### src/rtl/sp_ram_be_if.sv
// ============================================================================
// Module      : sp_ram_be_if
// Description : Request/response bundle for the byte-enabled single-port RAM.
// Revision    : 1.0  initial release
// ============================================================================
`default_nettype none

interface sp_ram_be_if #(
    parameter int ADDR_WIDTH = 4,
    parameter int DATA_WIDTH = 32,
    parameter int BYTE_WIDTH = 8
);
    localparam int NB = DATA_WIDTH / BYTE_WIDTH;

    logic                  en;
    logic                  we;
    logic [NB-1:0]         be;
    logic [ADDR_WIDTH-1:0] addr;
    logic [DATA_WIDTH-1:0] din;
    logic [DATA_WIDTH-1:0] dout;
    logic                  dout_valid;
    logic                  busy;

    modport master (
        output en, we, be, addr, din,
        input  dout, dout_valid, busy
    );

    modport slave (
        input  en, we, be, addr, din,
        output dout, dout_valid, busy
    );
endinterface

`default_nettype wire

### src/rtl/sp_ram_be.sv
// ============================================================================
// Module      : sp_ram_be
// Description : Single-port sync RAM with byte enables, selectable
//               read-during-write mode, optional output register and
//               post-reset array clear.
// Revision    : 1.0  initial release
// ============================================================================
`default_nettype none

module sp_ram_be #(
    parameter int ADDR_WIDTH     = 4,
    parameter int DATA_WIDTH     = 32,
    parameter int BYTE_WIDTH     = 8,
    parameter int DEPTH          = 16,
    parameter int RDW_MODE       = 0,
    parameter int OUT_REG        = 0,
    parameter int CLEAR_ON_RESET = 1
) (
    input  wire logic   clk,
    input  wire logic   rst,
    sp_ram_be_if.slave  bus
);
    localparam int NB = DATA_WIDTH / BYTE_WIDTH;
    localparam logic [ADDR_WIDTH-1:0] C_LAST  = ADDR_WIDTH'(DEPTH - 1);
    localparam logic [ADDR_WIDTH:0]   C_DEPTH = (ADDR_WIDTH + 1)'(DEPTH);

    typedef enum logic [0:0] {
        ST_CLEAR = 1'b0,
        ST_READY = 1'b1
    } state_t;

    state_t                r_state;
    logic [ADDR_WIDTH-1:0] r_cnt;
    logic                  r_busy;
    logic [DATA_WIDTH-1:0] r_mem [DEPTH];
    logic [DATA_WIDTH-1:0] r_s1_data;
    logic                  r_s1_valid;

    logic                  w_acc;
    logic                  w_in_range;
    logic                  w_wr_en;
    logic                  w_clr_we;
    logic [DATA_WIDTH-1:0] w_old;
    logic [DATA_WIDTH-1:0] w_merged;

    assign w_acc      = (r_state == ST_READY) && bus.en;
    assign w_in_range = ({1'b0, bus.addr} < C_DEPTH);
    assign w_wr_en    = w_acc && bus.we && w_in_range && !rst;
    assign w_clr_we   = (r_state == ST_CLEAR) && !rst;
    assign w_old      = w_in_range ? r_mem[bus.addr] : '0;

    generate
        for (genvar i = 0; i < NB; i++) begin : g_lane
            assign w_merged[i*BYTE_WIDTH +: BYTE_WIDTH] = bus.be[i]
                ? bus.din[i*BYTE_WIDTH +: BYTE_WIDTH]
                : w_old[i*BYTE_WIDTH +: BYTE_WIDTH];
        end
    endgenerate

    // Clear sequencer: one word per cycle, busy drops on the edge that writes the last word.
    always_ff @(posedge clk) begin
        if (rst) begin
            r_state <= (CLEAR_ON_RESET != 0) ? ST_CLEAR : ST_READY;
            r_busy  <= (CLEAR_ON_RESET != 0);
            r_cnt   <= '0;
        end else if (r_state == ST_CLEAR) begin
            r_cnt <= r_cnt + 1'b1;
            if (r_cnt == C_LAST) begin
                r_state <= ST_READY;
                r_busy  <= 1'b0;
            end
        end
    end

    // Array storage carries no reset; only the clear sequencer zeroes it.
    always_ff @(posedge clk) begin
        if (w_clr_we) begin
            r_mem[r_cnt] <= '0;
        end else if (w_wr_en) begin
            r_mem[bus.addr] <= w_merged;
        end
    end

    always_ff @(posedge clk) begin
        if (rst) begin
            r_s1_data  <= '0;
            r_s1_valid <= 1'b0;
        end else begin
            r_s1_valid <= 1'b0;
            if (w_acc) begin
                if (!bus.we) begin
                    r_s1_data  <= w_old;
                    r_s1_valid <= 1'b1;
                end else if (RDW_MODE == 0) begin
                    r_s1_data  <= w_old;
                    r_s1_valid <= 1'b1;
                end else if (RDW_MODE == 1) begin
                    r_s1_data  <= w_in_range ? w_merged : '0;
                    r_s1_valid <= 1'b1;
                end
            end
        end
    end

    generate
        if (OUT_REG != 0) begin : g_out_reg
            logic [DATA_WIDTH-1:0] r_dout;
            logic                  r_dout_valid;

            always_ff @(posedge clk) begin
                if (rst) begin
                    r_dout       <= '0;
                    r_dout_valid <= 1'b0;
                end else begin
                    r_dout_valid <= r_s1_valid;
                    if (r_s1_valid) begin
                        r_dout <= r_s1_data;
                    end
                end
            end

            assign bus.dout       = r_dout;
            assign bus.dout_valid = r_dout_valid;
        end else begin : g_no_out_reg
            assign bus.dout       = r_s1_data;
            assign bus.dout_valid = r_s1_valid;
        end
    endgenerate

    assign bus.busy = r_busy;

endmodule

`default_nettype wire

### src/flat_wrapper.sv
// flat-port wrapper written by rule: the top's interface ports become plain ports
module sp_ram_be_flat 
#(
    parameter int ADDR_WIDTH     = 4,
    parameter int DATA_WIDTH     = 32,
    parameter int BYTE_WIDTH     = 8,
    parameter int DEPTH          = 16,
    parameter int RDW_MODE       = 0,
    parameter int OUT_REG        = 0,
    parameter int CLEAR_ON_RESET = 1
)
  (clk, rst, bus_en, bus_we, bus_be, bus_addr, bus_din, bus_dout, bus_dout_valid, bus_busy);
  sp_ram_be_if #(.ADDR_WIDTH(ADDR_WIDTH), .DATA_WIDTH(DATA_WIDTH), .BYTE_WIDTH(BYTE_WIDTH)) bus_i ();
  input  wire logic clk;
  input  wire logic rst;
  input wire logic [$bits(bus_i.en)-1:0] bus_en;
  input wire logic [$bits(bus_i.we)-1:0] bus_we;
  input wire logic [$bits(bus_i.be)-1:0] bus_be;
  input wire logic [$bits(bus_i.addr)-1:0] bus_addr;
  input wire logic [$bits(bus_i.din)-1:0] bus_din;
  output wire logic [$bits(bus_i.dout)-1:0] bus_dout;
  output wire logic [$bits(bus_i.dout_valid)-1:0] bus_dout_valid;
  output wire logic [$bits(bus_i.busy)-1:0] bus_busy;
  assign bus_i.en = bus_en;
  assign bus_i.we = bus_we;
  assign bus_i.be = bus_be;
  assign bus_i.addr = bus_addr;
  assign bus_i.din = bus_din;
  assign bus_dout = bus_i.dout;
  assign bus_dout_valid = bus_i.dout_valid;
  assign bus_busy = bus_i.busy;
  sp_ram_be #(.ADDR_WIDTH(ADDR_WIDTH), .DATA_WIDTH(DATA_WIDTH), .BYTE_WIDTH(BYTE_WIDTH), .DEPTH(DEPTH), .RDW_MODE(RDW_MODE), .OUT_REG(OUT_REG), .CLEAR_ON_RESET(CLEAR_ON_RESET)) u_core (.clk(clk), .rst(rst), .bus(bus_i));
endmodule
### config.mk
export PLATFORM = sky130hd
export DESIGN_NAME = sp_ram_be_flat
export DESIGN_NICKNAME = d
export VERILOG_FILES = /design/src/rtl/sp_ram_be_if.sv /design/src/rtl/sp_ram_be.sv /design/src/flat_wrapper.sv
export SDC_FILE = /design/constraint.sdc
export NUM_CORES = 1
export LEC_CHECK = 0
export BUFFER_PORTS_ARGS = -buffer_cell sky130_fd_sc_hd__buf_4
export CAP_MARGIN = 30
export CORE_MARGIN = 2
export CORE_UTILIZATION = 60
export CTS_CLUSTER_DIAMETER = 60
export DETAILED_ROUTE_END_ITERATION = 6
export PLACE_DENSITY = 0.78
export SYNTH_ARGS = -nofsm -noshare
export SYNTH_HDL_FRONTEND = slang
export SYNTH_SLANG_ARGS = --single-unit
### constraint.sdc
create_clock -name clk -period 4.95 [get_ports clk]
set_clock_uncertainty 0.05 [all_clocks]
set_input_delay 0.7425 -clock clk [delete_from_list [all_inputs] [get_ports clk]]
set_output_delay 0.7425 -clock clk [all_outputs]
set_load 0.02 [all_outputs]
==> run_results.csv, run 1 <==
group,metric,value,unit
run_status,status,"finished, final reports clean",
global_route,grt_pass1_wl,76.1,mm
global_route,use_met3,0.0522,
clock_network,postCtsResizedCells,0,
cells_and_area,drive_above_1_share,0.191,
global_route,grt_usage,0.278,
power,p_per_area,387,nW/um^2
global_route,grt_pass1_vias,11900,
cells_and_area,layout_common_cells,"edfxtp_1, mux2i_1, buf_4",
die,start_util,0.609,
timing,tightest_slew,0.991,ns
place,io_buffers,77,
timing,drv_slew,0,
synthesis,ys_warn_count,0,
clock_network,clock-root-buffer,"clkbuf_16",
clock_network,insertion_delay,0.59,ns
timing,hold_violations,0,
routing,routed_wl,52.0,mm
worst_setup_path,cp_data_required_time,5.14,ns
synthesis,yosys_register_bits,551,
place,post-place-ws,1.27,ns
clock_network,cts_setup_buffers,0,
synthesis,synth_edf_count,512,
synthesis,async_flop_share,0,
timing,rsz0062_at_grt,"false",
worst_setup_path,critPathCaptureType,"flop",
timing,finalSetupTns,0,ns
worst_setup_path,critPathKind,"reg -> reg",
routing,via_per_inst,6.64,
worst_setup_path,cp_slowest_cell,"dfxtp_1",
worst_setup_path,critPathLaunchType,"flop",
clock_network,cts_buffers,53,
die,core_area,35600,um^2
die,rows,69,
routing,drcViolationCount,0,
clock_network,cts_buffer_depth,3,
power,p_leak,9.40,nW
worst_setup_path,cp_max_fo,19,
cells_and_area,utilization,0.691,
synthesis,synth-seq-area-share,0.746,
worst_setup_path,path_cells,"and4b_1 -> mux2i_1 -> nand2_1 -> nor2_4 -> buf_4",
timing,min_period,3.32,ns
routing,via_count,11900,
global_route,antenna_found_initial,0,
synthesis,synth_area_per_cell,18.1,um^2
global_route,grt_max_degree,84,
die,ios,78,
clock_network,cts.reportedPaths.clkPinSlew,0.06,ns
die,die_x,194,um
timing,slew-limit-headroom,0.338,
cells_and_area,nets,1333,
cells_and_area,final_common_cell,"edfxtp_1",
routing,routedWlPerCell,29.0,um
clock_network,tritoncts,"built",
worst_setup_path,crit_arrival,3.50,ns
clock_network,hold_buffers,0,
synthesis,netlist_area,21700,um^2
global_route,grt_busiest_layer,"met2",
hold_path,hold_class,"in -> reg",
clock_network,cts_htree_levels,2,
place,gp_congestion,0.793,
global_route,met1_usage,0.384,
power,p_total,0.00951,W
routing,drtPass1Iterations,7,
synthesis,ys_types,42,
synthesis,syn-num-nets,1244,
routing,drt_first_iter_violations,1495,
synthesis,synth_ff_type,"edfxtp_1",
timing,clock.fmax,302,MHz
die,dieArea,37600,um^2
clock_network,cts.sinks,551,
timing,setup_slack,1.63,ns
worst_setup_path,critical-path-max-stage-delay,0.64,ns
synthesis,syn_inst,1199,
place,dp_hpwl,27.6,mm
cells_and_area,syn_to_final_growth,13.5,%
timing,fin_crit_sh,0.670,
global_route,grt_use_met2,0.442,
power,peakVddDrop,0.000332,V
cells_and_area,diodes,0,
timing,whs,0.374,ns
timing,setup_viol,0,
global_route,grt-ovfl-total,0,
die,dieHeight,194,um
run,drv_cap,0,
routing,postRouteAntennaNets,0,
layout make-up:
type	count	area (um^2)
Sequential cell	551	16200
Fill cell	2187	11000
Multi-Input combinational cell	535	5050
Clock buffer	74	1510
Timing Repair Buffer	113	968
Tap cell	461	577
Clock inverter	25	200
Inverter	34	128
power by group:
part,leakage [nW],internal (W),switching (W)
Clock,0.849,0.00228,0.00168
Combinational,2.80,0.000169,0.000289
Sequential,5.75,0.00507,0.0000169
Total,9.40,0.00752,0.00199
cell families after synthesis:
family / count (synthesis) / synth area share
XOR/XNOR: 3 / 0.00121
multiplexers: 218 / 0.124
flip-flops: 551 / 0.746
adder cells (fa/ha/maj): 1 / 0.000578
AND/OR/NAND/NOR: 89 / 0.0209
buffers and inverters: 113 / 0.0277
AO/OA/AOI/OAI: 224 / 0.0792
layer usage:
| metal | vias to the layer above | wire, um |
|---|---|---|
| met3 | 127 | 5080 |
| met4 | 0 | 1870 |
| met1 | 6050 | 19900 |
| met5 | - | 0 |
| met2 | 693 | 25100 |
| li1 | 5027 | - |
flip-flops by register name, indices dropped and copies added (netlist names):
| signal | flops |
|---|---|
| u_core.bus.busy | 1 |
| u_core.r_cnt | 4 |
| u_core.bus.dout | 32 |
| u_core.r_mem | 512 |
| u_core.r_state | 1 |
| u_core.bus.dout_valid | 1 |
cell usage after synthesis, types with 4 or more instances:
cell type / instances / area [um^2]
mux4_2: 41 / 923
nand2b_1: 23 / 144
buf_2: 19 / 95.1
a221oi_1: 22 / 193
buf_6: 8 / 90.1
clkbuf_1: 29 / 109
nor2b_1: 4 / 25.0
dfxtp_1: 39 / 781
a22o_1: 54 / 473
a221o_1: 19 / 190
o22ai_1: 9 / 56.3
a21oi_1: 62 / 310
buf_4: 11 / 82.6
o21a_1: 32 / 240
nand2_1: 4 / 15.0
mux2i_1: 176 / 1760
a222oi_1: 23 / 230
edfxtp_1: 512 / 15400
nor2_1: 42 / 158
inv_1: 34 / 128
buf_1: 7 / 26.3
final timing paths:
path,startpoint,to,slack (ns),cells past startpoint
setup / recovery,u_core.r_state$_SDFF_PP0_,u_core.r_mem[1][25]$_DFFE_PP_,1.63,5
hold / removal,rst,u_core.r_cnt[2]$_SDFFE_PP0N_,0.37,2
setup reg to reg,u_core.r_state$_SDFF_PP0_,u_core.r_mem[1][25]$_DFFE_PP_,1.63,5
hold reg to reg,u_core.bus.busy$_SDFFE_PP1P_,u_core.bus.busy$_SDFFE_PP1P_,0.42,1
through the flow:
step,area [um^2],instances
6_report,24600,1793
5_1_grt,24600,1793
4_1_cts,24600,1793
3_5_place_dp,22900,1694
3_3_place_gp,22900,1694
2_1_floorplan,21700,1199
critical path, delay by kind of cell (launching register included):
| family | cells | cell delay (ns) |
|---|---|---|
| buf+inv | 1 | 0.50 |
| flops | 1 | 0.64 |
| mux | 1 | 0.30 |
| simple gates | 3 | 1.46 |
(Power assumes the default switching activity.)
==> run 2, diff against run 1 <==
- ABC_AREA: default -> 1
- CORE_UTILIZATION: 60 -> 56
- PLACE_DENSITY: 0.78 -> 0.76
- clock period: 4.95 -> 2.9 ns (I/O delays scaled with it)
==> run 2 against run 1 <==
- clock power is 80% higher
- highest routed layer unchanged
- non-clock buffer count grew 24
- power is 76% higher
- worst hold slack worse by 0.29 ns
- largest power group unchanged
- worst setup slack got worse by 1.5 ns
- cell count rose by 71%
- die area increased by 17%
- clock-buffer cell count down 12
- via count rose by 43%
- sequential share of layout area shrank 6.2 points
- critical path depth increased by 5
- final area grew 10%
==> run_results.csv, run 2 <==
group,metric,value,unit
place,placed_area,25400,um^2
timing,drv_slew,0,
clock_network,cts_setup_buffers,0,
synthesis,netlist_top_cells_count,"nand2_1, edfxtp_1, nand3_1, inv_1, nor2_1",
die,start_util,0.567,
cells_and_area,nets,2522,
synthesis,synth_edf_count,512,
clock_network,clock-root-buffer,"clkbuf_16",
synthesis,synth_ff_type,"edfxtp_1",
worst_setup_path,path_buf_inv,4,
worst_setup_path,cp_data_required_time,3.13,ns
run,drv_cap,0,
worst_setup_path,worst_path_most_repeated_cell,"nor2_4",
cells_and_area,top_register,"u_core.r_mem",
cells_and_area,drive_above_1_share,0.0980,
routing,via_per_inst,5.56,
global_route,grt_max_degree,100,
routing,postRouteAntennaNets,0,
timing,slew-limit-headroom,0.557,
worst_setup_path,rr_worst_depth,9,
cells_and_area,utilization,0.648,
synthesis,synth_area_per_cell,9.88,um^2
worst_setup_path,critPathTopFamily,"simple AND/OR/NAND/NOR gates",
synthesis,netlist_area,23800,um^2
place,io_buffers,77,
synthesis,ys_warn_count,0,
worst_setup_path,crit_arrival,2.97,ns
die,ios,78,
timing,fin_crit_sh,0.942,
die,rows,75,
routing,routed_wl,58.2,mm
synthesis,async_flop_share,0,
cells_and_area,final_area,27200,um^2
synthesis,yosys_register_bits,551,
clock_network,hold_buffers,1,
global_route,grt-ovfl-total,0,
synthesis,synth-seq-area-share,0.679,
hold_path,hold_depth,3,
cells_and_area,layout_common_cells,"nand2_1, edfxtp_1, nand3_1",
cells_and_area,diodes,0,
global_route,antenna_found_initial,0,
worst_setup_path,r2r-start,"u_core.r_state$_SDFF_PP0_",
power,p_total,0.0167,W
timing,finalSetupTns,0,ns
clock_network,tritoncts,"built",
worst_setup_path,path_cells,"dlygate4sd3_1 -> buf_4 -> nor2_4 -> nand2_2 -> nand2_1 -> o21ai_1 -> inv_1 -> nand3_1 -> nor2_4 -> buf_12",
timing,setup_viol,0,
worst_setup_path,r2r-end,"u_core.r_mem[2][19]$_DFFE_PP_",
timing,clock.fmax,366,MHz
routing,drtPass1Iterations,7,
synthesis,synth.area.top_cells,"edfxtp_1, nand2_1, nand3_1",
timing,rsz0062_at_grt,"false",
die,dieArea,44100,um^2
die,die_x,210,um
power,peakVddDrop,0.000475,V
cells_and_area,syn_to_final_growth,14.2,%
place,dp_hpwl,32.4,mm
worst_setup_path,cp_max_fo,19,
timing,hold_violations,0,
worst_setup_path,reg2reg_slack,0.30,ns
worst_setup_path,cp_slowest_cell,"dlygate4sd3_1",
clock_network,cts_htree_levels,2,
synthesis,yosysMostFrequentCell,"nand2_1",
cells_and_area,largest_register_ffs,512,
hold_path,hold_class,"in -> reg",
cells_and_area,final_common_cell,"nand2_1",
global_route,grt_pass1_vias,16900,
worst_setup_path,critPathLaunchType,"input port",
clock_network,cts.sinks,551,
global_route,grt_usage,0.267,
power,p_per_area,614,nW/um^2
clock_network,postCtsResizedCells,0,
routing,routedWlPerCell,19.0,um
run_status,status,"finished, final reports clean",
routing,drcViolationCount,0,
synthesis,ys_types,23,
place,gp_congestion,0.866,
power,p_leak,12.0,nW
routing,via_count,17000,
hold_path,hp-start,"bus_en",
synthesis,yosysTopAreaCell,"edfxtp_1",
synthesis,synth_top_area_share,0.646,
clock_network,cts.reportedPaths.clkPinSlew,0.06,ns
clock_network,cts_buffers,54,
timing,min_period,2.73,ns
die,core_area,41900,um^2
worst_setup_path,critical-path-max-stage-delay,0.54,ns
timing,tightest_slew,0.663,ns
clock_network,cts_buffer_depth,3,
hold_path,hold_path_end,"u_core.bus.dout_valid$_SDFF_PP0_",
global_route,grt_pass1_wl,90.4,mm
worst_setup_path,critPathKind,"in -> reg",
die,dieHeight,210,um
clock_network,insertion_delay,0.60,ns
synthesis,syn-num-nets,2453,
worst_setup_path,critPathCaptureType,"flop",
routing,drt_first_iter_violations,1756,
synthesis,syn_inst,2408,
run 2: logic make-up after synthesis:
family,synth area share
xor+xnor,0.000368
flops,0.679
compound gates,0.00295
simple gates,0.240
buf+inv,0.0769
fa+ha+maj,0.000526
run 2: power by group:
part	total [W]	switching [W]	internal, W
logic	0.000894	0.000624	0.000270
registers	0.00868	0.0000250	0.00865
clock network	0.00711	0.00300	0.00412
total	0.0167	0.00365	0.0130
run 2: worst max-delay path by stage:
stage                start                       endpoint  slack, ns  depth (start not counted)
floorplan              rst  u_core.r_mem[12][0]$_DFFE_PP_      -0.17                          9
global placement    bus_en  u_core.r_mem[2][19]$_DFFE_PP_       0.24                         10
detailed placement  bus_en  u_core.r_mem[2][19]$_DFFE_PP_       0.15                         10
CTS                    rst  u_core.r_mem[2][15]$_DFFE_PP_       0.22                         10
global route           rst  u_core.r_mem[2][15]$_DFFE_PP_       0.08                         10
finish                 rst  u_core.r_mem[2][19]$_DFFE_PP_       0.17                         10
run 2: layout make-up:
type	count	area, um^2
clock buffer	62	1410
clock inverter	38	377
fill	3020	14800
inverter	336	1270
multi-input combinational	1397	5920
sequential	551	16200
tap	539	674
timing repair buffer	137	1360
run 2: worst min-delay path: cells and delay by family:
kind | cells | cell delay, ns
buffers and inverters | 1 | 0.08
and+or+nand+nor | 2 | 0.16
run 2: through the flow:
step / cells / setup slack, ns / hold slack (ns)
global route: 3060 / 0.0776 / 0.0762
finish: 3060 / 0.170 / 0.0846
detailed placement: 2959 / 0.152 / 0.434
floorplan: 2408 / -0.172 / 0.409
CTS: 3060 / 0.219 / 0.0520
global placement: 2959 / 0.245 / 0.426
run 2: layer usage:
metal  GRT usage  up-vias  routed length [um]
met2       0.441      891               27800
met5           0        -                   0
met4       0.113        0                2150
met1       0.356     8068               23200
met3      0.0419      157                5010
li1            -     7897                   -
==> run 3, diff against run 2 <==
- CELL_PAD_IN_SITES_DETAIL_PLACEMENT: default -> 0
- CELL_PAD_IN_SITES_GLOBAL_PLACEMENT: default -> 1
- CORE_ASPECT_RATIO: default -> 0.7
- CORE_UTILIZATION: 56 -> 44
- PLACE_DENSITY: 0.76 -> default
- PLACE_DENSITY_LB_ADDON: default -> 0.1
==> run 3 against run 2 <==
- clock power fell by 2%
- register-to-register slack improved by 0.05 ns
- combinational power rose by 2.9%
- clock-buffer cell count rose by 10
- global-route usage fell by 4.1 points
- non-clock buffer count rose by 12
- wire length rose by 5.6%
- worst setup slack improved by 0.18 ns
- highest routed layer unchanged
==> run_results.csv, run 3 (synthesized netlist as in run 2, its figures left out) <==
group,metric,value,unit
clock_network,cts_buffers,55,
global_route,grt-ovfl-total,0,
cells_and_area,layoutNonFillerInstCount,3264,
clock_network,cts_buffer_depth,3,
die,dieHeight,199,um
timing,drv_slew,0,
global_route,grt_pass1_wl,94.5,mm
die,core_area,53600,um^2
timing,clock.fmax,393,MHz
timing,slew-limit-headroom,0.586,
die,die_x,282,um
routing,drt_first_iter_violations,1348,
worst_setup_path,crit_arrival,2.75,ns
worst_setup_path,cp_data_required_time,3.10,ns
die,start_util,0.444,
die,rows,71,
timing,min_period,2.55,ns
timing,finalSetupTns,0,ns
worst_setup_path,critPathLaunchType,"flop",
cells_and_area,final_common_cell,"nand2_1",
global_route,grt_busiest_layer,"met2",
routing,postRouteAntennaNets,0,
cells_and_area,syn_to_final_growth,15.2,%
worst_setup_path,reg2reg_slack,0.35,ns
clock_network,cts.reportedPaths.clkPinSlew,0.06,ns
timing,setup_slack,0.354,ns
cells_and_area,nets,2535,
routing,via_count,16200,
global_route,met1_usage,0.339,
timing,rsz0062_at_grt,"false",
routing,via_per_inst,4.97,
timing,hold_violations,0,
clock_network,cts_htree_levels,2,
place,dp_hpwl,34.5,mm
worst_setup_path,cp_max_fo,19,
place,io_buffers,77,
cells_and_area,diodes,0,
routing,drcViolationCount,0,
hold_path,hold_class,"in -> reg",
clock_network,tritoncts,"built",
cells_and_area,layout_common_cells,"nand2_1, edfxtp_1, nand3_1",
timing,setup_viol,0,
routing,routed_wl,61.5,mm
cells_and_area,drive_above_1_share,0.101,
global_route,use_met3,0.0288,
worst_setup_path,critPathCaptureType,"flop",
power,peakVddDrop,0.000449,V
die,ios,78,
cells_and_area,fillCellCount,4816,
place,post-place-cells,3162,
clock_network,postCtsResizedCells,0,
clock_network,cts.sinks,551,
place,post-place-ws,0.333,ns
die,dieArea,56000,um^2
timing,fin_crit_sh,0.878,
power,p_total,0.0166,W
power,p_per_area,606,nW/um^2
global_route,grt_use_met2,0.347,
run_status,status,"finished, final reports clean",
power,p_leak,12.0,nW
routing,drtPass1Iterations,7,
timing,tightest_slew,0.620,ns
global_route,grt_pass1_vias,15400,
clock_network,insertion_delay,0.60,ns
place,gp_congestion,0.753,
routing,routedWlPerCell,18.8,um
clock_network,clock-root-buffer,"clkbuf_16",
cells_and_area,largest_register_ffs,512,
run,drv_cap,0,
global_route,grt_usage,0.226,
global_route,grt_max_degree,106,
clock_network,cts_setup_buffers,0,
clock_network,hold_buffers,1,
worst_setup_path,critPathKind,"reg -> reg",
cells_and_area,top_register,"u_core.r_mem",
global_route,antenna_found_initial,0,
-- run 3: changes by cell type in the layout (fill, tap and decap cells not counted), moves of 4 or more --
cell / previous run / this run
clkinv_2: 8 / 13
clkbuf_1: 6 / 14
clkinv_1: 15 / 11
buf_12: 26 / 22
buf_4: 109 / 125
-- run 3: area by class of cell --
class                           count  area [um^2]  area share
Inverter                          336         1270      0.0463
Sequential cell                   551        16200       0.590
Tap cell                          730          913      0.0333
Multi-Input combinational cell   1397         5920       0.216
Clock inverter                     29          248     0.00904
Clock buffer                       72         1490      0.0545
Timing Repair Buffer              149         1400      0.0512
-- run 3: worst max-delay path, stage by stage (launching register included) --
cell and delay [ns]:
dfxtp_1 0.45, nand2_2 0.13, nor2_4 0.11, nand2_2 0.19
o21ai_1 0.29, nand3_1 0.36, nor2_4 0.19, buf_4 0.40
-- run 3: per-stage QoR --
step | instance area (um^2) | hold WS, ns | util
after global placement | 25700 | 0.420 | 0.479
final | 27400 | 0.0795 | 0.512
after detailed placement | 25700 | 0.430 | 0.479
after floorplan | 23800 | 0.409 | -
after CTS | 27400 | 0.0501 | 0.512
after global routing | 27400 | 0.0727 | 0.512
-- run 3: final timing paths --
| check | from | end | cells past startpoint |
|---|---|---|---|
| setup / recovery | u_core.r_state$_SDFF_PP0_ | u_core.r_mem[6][8]$_DFFE_PP_ | 7 |
| hold / removal | bus_en | u_core.bus.dout_valid$_SDFF_PP0_ | 3 |
| setup reg to reg | u_core.r_state$_SDFF_PP0_ | u_core.r_mem[6][8]$_DFFE_PP_ | 7 |
| hold reg to reg | u_core.bus.busy$_SDFFE_PP1P_ | u_core.bus.busy$_SDFFE_PP1P_ | 2 |
-- run 3: where the power goes --
group          internal [W]  switching [W]
Sequential          0.00865      0.0000234
Combinational      0.000280       0.000640
Clock               0.00397        0.00302
-- run 3: layer usage --
| metal | vias up | part of all wire |
|---|---|---|
| met5 | - | 0 |
| met4 | 0 | 0.021 |
| met3 | 97 | 0.043 |
| met2 | 354 | 0.44 |
| met1 | 7854 | 0.49 |
| li1 | 7927 | - |
